$ cat src/rtl/direction_encoder_if.sv
// Handshake bundle between the route planner, the direction encoder and the frame consumer.
interface direction_encoder_if #(
    parameter int DEPTH = 4
);
    logic [2:0]                 dir_in;
    logic                       dir_valid;
    logic                       dir_ready;
    logic [7:0]                 frame_out;
    logic                       frame_valid;
    logic                       frame_ready;
    logic [$clog2(DEPTH):0]     fifo_count;

    modport master (
        output dir_in, dir_valid, frame_ready,
        input  dir_ready, frame_out, frame_valid, fifo_count
    );

    modport slave (
        input  dir_in, dir_valid, frame_ready,
        output dir_ready, frame_out, frame_valid, fifo_count
    );
endinterface

$ cat src/rtl/direction_encoder.sv
// Direction FIFO feeding a 2-state output stage that emits {checker, copy, data} protected frames.
// Optional DIRECTION_ENCODER_ERR_INJECT_EN adds err_inject, which flips data bit 0 of a loaded frame.
module direction_encoder #(
    parameter int DEPTH = 4
) (
    input  logic                 clk,
    input  logic                 reset,
`ifdef DIRECTION_ENCODER_ERR_INJECT_EN
    input  logic                 err_inject,
`endif
    direction_encoder_if.slave   bus
);
    localparam int AW = $clog2(DEPTH);
    localparam int CW = AW + 1;

    typedef enum logic { IDLE, SEND } state_t;

    state_t         state;
    logic [2:0]     mem [DEPTH];
    logic [AW-1:0]  wr_ptr, rd_ptr;
    logic [CW-1:0]  count;
    logic [7:0]     frame;
    logic           valid;
    logic           full, empty, push, pop, flip;

`ifdef DIRECTION_ENCODER_ERR_INJECT_EN
    assign flip = err_inject;
`else
    assign flip = 1'b0;
`endif

    assign full  = (count == CW'(DEPTH));
    assign empty = (count == '0);
    // dir_ready follows registered occupancy only, so a same-cycle pop never opens a full FIFO
    assign push  = bus.dir_valid && !full;
    assign pop   = !empty && ((state == IDLE) || bus.frame_ready);

    assign bus.dir_ready   = !full;
    assign bus.frame_out   = frame;
    assign bus.frame_valid = valid;
    assign bus.fifo_count  = count;

    function automatic logic [7:0] encode(input logic [2:0] d, input logic f);
        return {{2{^d}}, d, d ^ {2'b00, f}};
    endfunction

    always_ff @(posedge clk) begin
        if (push) mem[wr_ptr] <= bus.dir_in;
    end

    // Pointers are AW bits wide, so wrap from DEPTH-1 to 0 is implicit for power-of-two DEPTH
    always_ff @(posedge clk) begin
        if (reset) begin
            wr_ptr <= '0;
            rd_ptr <= '0;
            count  <= '0;
        end else begin
            if (push) wr_ptr <= wr_ptr + 1'b1;
            if (pop)  rd_ptr <= rd_ptr + 1'b1;
            case ({push, pop})
                2'b10:   count <= count + 1'b1;
                2'b01:   count <= count - 1'b1;
                default: count <= count;
            endcase
        end
    end

    always_ff @(posedge clk) begin
        if (reset) begin
            state <= IDLE;
            frame <= 8'h00;
            valid <= 1'b0;
        end else begin
            case (state)
                IDLE: if (!empty) begin
                    frame <= encode(mem[rd_ptr], flip);
                    valid <= 1'b1;
                    state <= SEND;
                end
                SEND: if (bus.frame_ready) begin
                    if (!empty) begin
                        frame <= encode(mem[rd_ptr], flip);
                    end else begin
                        valid <= 1'b0;
                        state <= IDLE;
                    end
                end
                default: state <= IDLE;
            endcase
        end
    end
endmodule
$ cat src/flat_wrapper.sv
// flat-port wrapper written by rule: the top's interface ports become plain ports
module direction_encoder_flat 
#(
    parameter int DEPTH = 4
)
  (clk, reset, bus_dir_in, bus_dir_valid, bus_frame_ready, bus_dir_ready, bus_frame_out, bus_frame_valid, bus_fifo_count);
  direction_encoder_if #(.DEPTH(DEPTH)) bus_i ();
  input  logic clk;
  input  logic reset;
  input wire logic [$bits(bus_i.dir_in)-1:0] bus_dir_in;
  input wire logic [$bits(bus_i.dir_valid)-1:0] bus_dir_valid;
  input wire logic [$bits(bus_i.frame_ready)-1:0] bus_frame_ready;
  output wire logic [$bits(bus_i.dir_ready)-1:0] bus_dir_ready;
  output wire logic [$bits(bus_i.frame_out)-1:0] bus_frame_out;
  output wire logic [$bits(bus_i.frame_valid)-1:0] bus_frame_valid;
  output wire logic [$bits(bus_i.fifo_count)-1:0] bus_fifo_count;
  assign bus_i.dir_in = bus_dir_in;
  assign bus_i.dir_valid = bus_dir_valid;
  assign bus_i.frame_ready = bus_frame_ready;
  assign bus_dir_ready = bus_i.dir_ready;
  assign bus_frame_out = bus_i.frame_out;
  assign bus_frame_valid = bus_i.frame_valid;
  assign bus_fifo_count = bus_i.fifo_count;
  direction_encoder #(.DEPTH(DEPTH)) u_core (.clk(clk), .reset(reset), .bus(bus_i));
endmodule
$ cat config.mk
export PLATFORM = sky130hd
export DESIGN_NAME = direction_encoder_flat
export DESIGN_NICKNAME = d
export VERILOG_FILES = /design/src/rtl/direction_encoder_if.sv /design/src/rtl/direction_encoder.sv /design/src/flat_wrapper.sv
export SDC_FILE = /design/constraint.sdc
export NUM_CORES = 1
export LEC_CHECK = 0
export ABC_CLOCK_PERIOD_IN_PS = 3100
export CAP_MARGIN = 25
export CORE_ASPECT_RATIO = 2
export CORE_UTILIZATION = 42
export DETAILED_ROUTE_END_ITERATION = 10
export GPL_ROUTABILITY_DRIVEN = 0
export HOLD_SLACK_MARGIN = 0.05
export PLACE_DENSITY = 0.71
export SLEW_MARGIN = 40
export SYNTH_ARGS = -nofsm -noshare
export SYNTH_HDL_FRONTEND = slang
export SYNTH_SLANG_ARGS = --single-unit
$ cat constraint.sdc
create_clock -name clk -period 3.1 [get_ports clk]
set_input_delay 0.465 -clock clk [delete_from_list [all_inputs] [get_ports clk]]
set_output_delay 0.465 -clock clk [all_outputs]
set_load 0.01 [all_outputs]
==> reports/metrics.yaml <==
finish:
  final_common_cell: "clkdlybuf4s50_1"
  layout_common_cells: "clkdlybuf4s50_1 (19), dfxtp_1 (15), nor2_1 (13)"
  drive_gt1_share_pct: 6.48
  fin_nets: 122
  diodes: 0
  multi_input_area_um2: 424
  register_area_um2: 661
  syn2layout_area_growth_pct: 21.2
  n_fill_cell: 236
  fin_util_pct: 54.0
setup_path:
  crit_type: "reg2reg"
  required_ps: 3290
  crit_path_frequent_cell: "inv_1"
  crit_path_max_incr_delay_ps: 460
  arrival_ps: 2690
  path_cells: "or3b_1 > and2_1 > inv_1 > ha_1 > inv_1 > fa_1 > xor2_1 > or3_1 > a21oi_1"
  critPathMaxFanout: 6
  cp-start-kind: "register"
  critPathCaptureType: "register"
  crit_slowest_cell: "or3b_1"
sta:
  min_period_ps: 2500
  finalCritPeriodShare_pct: 80.7
  slew_headroom_pct: 65.0
  hold_violations: 0
  holdWs_ps: 475
  setup_violations: 0
  slew_viol_final: 0
  rsz0062_at_grt: "false"
  setup_slack_ps: 597
  worstMarginPinSlew_ps: 524
  fin_tns_setup_ps: 0
  fin_skew_ps: 7.05
  fmax_mhz: 400
floorplan:
  start_util_pct: 44.6
  dieArea_um2: 2950
  row_count: 26
  ios: 20
  core_um2: 2570
  die_height_um: 75.9
  die_x_um: 38.9
power:
  ir_worst_vdd_v: 0.000465
  leakagePower_nw: 0.534
  power_w: 0.00130
  p_per_area_nw_per_um2: 938
logic_synthesis:
  synth_cell_type_count: 27
  synth.avg_cell_area_um2: 12.7
  yosysWarnings: 0
  synth_area_um2: 1150
  yosysSeqAreaShare_pct: 57.6
  synthCells: 90
  syn_nets: 103
  ys_seq_elements: 27
route:
  drt-initial-drc-count: 7
  maxUsedRoutingLayer: "met4"
  antenna_left: 0
  route.met3.wl_um: 38
  drc: 0
  post_drt_wl_per_cell_um: 13.2
  num_vias: 690
  routed_wl_mm: 1.80
  met1_length_um: 698
  firstDrtPassIters: 2
  wl_met2_mm: 1.04
  vias_per_cell: 5.07
place:
  io_buffers: 19
  dp_hpwl_mm: 1.43
  pre_cts_ws_ps: 457
clock_network:
  numCtsBuffers: 3
  cts_hold_buf: 0
  clkLatencyLatePin_ps: 260
  cts_num_sinks: 27
  cts_resized: 0
  root_buffer: "clkbuf_8"
  h-tree-depth: 1
  cts_tree: "built"
  clockBufferDepth: 2
  postCtsSetupBuffers: 0
  clkTransAtPathRegs_ps: 90
global_route:
  grt_pass1_vias: 630
  grt_max_degree: 15
  grt-ovfl-total: 0
  track_usage_pct: 13.6
  antenna_found_initial: 0
  grt_pass1_wl_mm: 2.77
outcome:
  status: "completed"
hold_path:
  hold_path_class: "reg2reg"
flow_run:
  cap_violations: 0
## sequential cells by signal, summed over array words and instances, names as in the netlist, named ones only
signal,flops
u_core.rd_ptr,2
u_core.mem,12
u_core.state,1
u_core.bus.fifo_count,3
u_core.wr_ptr,2
u_core.bus.frame_out,4
u_core.bus.frame_valid,1
## cell usage after synthesis (all sizes together)
master	number	area share, %
nand2	2	0.66
nor3	1	0.44
o21ai	1	0.44
or3b	1	0.76
nor2	13	4.3
a311oi	1	0.76
and3b	1	0.76
xnor2	3	2.3
and2	1	0.55
buf	5	3.1
inv	6	2.0
and3	4	2.2
edfxtp	12	31
a21oi	4	1.7
mux2i	4	3.5
clkbuf	1	0.33
nand2b	1	0.55
nor2b	1	0.55
mux4	3	6.2
fa	1	1.7
dfxtp	15	26
or3	1	0.55
xor2	2	1.5
xor3	1	2.1
ha	5	5.5
## layer usage
metal / global-route usage, % / vias up
li1: - / 341
met1: 14.6 / 335
met2: 25.0 / 12
met3: 1.75 / 2
met4: 5.75 / 0
met5: 0 / -
## logic make-up after synthesis
| group | count (synthesis) | synth area share, % |
|---|---|---|
| buffers and inverters | 12 | 5.35 |
| multiplexers | 7 | 9.72 |
| flip-flops | 27 | 57.6 |
| adder cells (fa/ha/maj) | 6 | 7.21 |
| AO/OA/AOI/OAI | 6 | 2.95 |
| XOR/XNOR | 6 | 5.90 |
| AND/OR/NAND/NOR | 26 | 11.2 |
## through the flow
step / instances / area (µm²)
after floorplan: 90 / 1150
after global placement: 132 / 1340
after detailed placement: 132 / 1340
after CTS: 136 / 1390
after global routing: 136 / 1390
final: 136 / 1390
## worst max-delay path, delay by kind of cell, from the launching register on
kind | cells | cell delay (ps)
AND/OR/NAND/NOR | 3 | 1000
AO/OA/AOI/OAI | 1 | 140
XOR/XNOR | 1 | 170
flip-flops | 1 | 390
buffers and inverters | 2 | 140
adder cells (fa/ha/maj) | 2 | 580
## power by group
part / switching (W) / internal, W / leakage, nW / total, W
clock: 0.0000969 / 0.000100 / 0.0262 / 0.000197
sequential: 0.0000651 / 0.000464 / 0.234 / 0.000529
combinational: 0.000256 / 0.000321 / 0.274 / 0.000577
total: 0.000418 / 0.000885 / 0.534 / 0.00130
## path summary, 6_finish.rpt
kind / from / end / slack, ps / cells after the start
worst min register to register: u_core.state / u_core.bus.frame_valid / 470 / 1
worst max register to register: u_core.bus.fifo_count[2] / u_core.bus.fifo_count[2] / 600 / 9
worst max-delay path: u_core.bus.fifo_count[2] / u_core.bus.fifo_count[2] / 600 / 9
worst min-delay path: u_core.state / u_core.bus.frame_valid / 470 / 1
## layout make-up
class,count,share of cell area [%]
Sequential cell,27,47.6
Multi-Input combinational cell,51,30.5
Timing Repair Buffer,20,14.2
Clock buffer,4,3.51
Tap cell,28,2.52
Inverter,6,1.62
No activity file was read; power rests on OpenSTA's default activity.
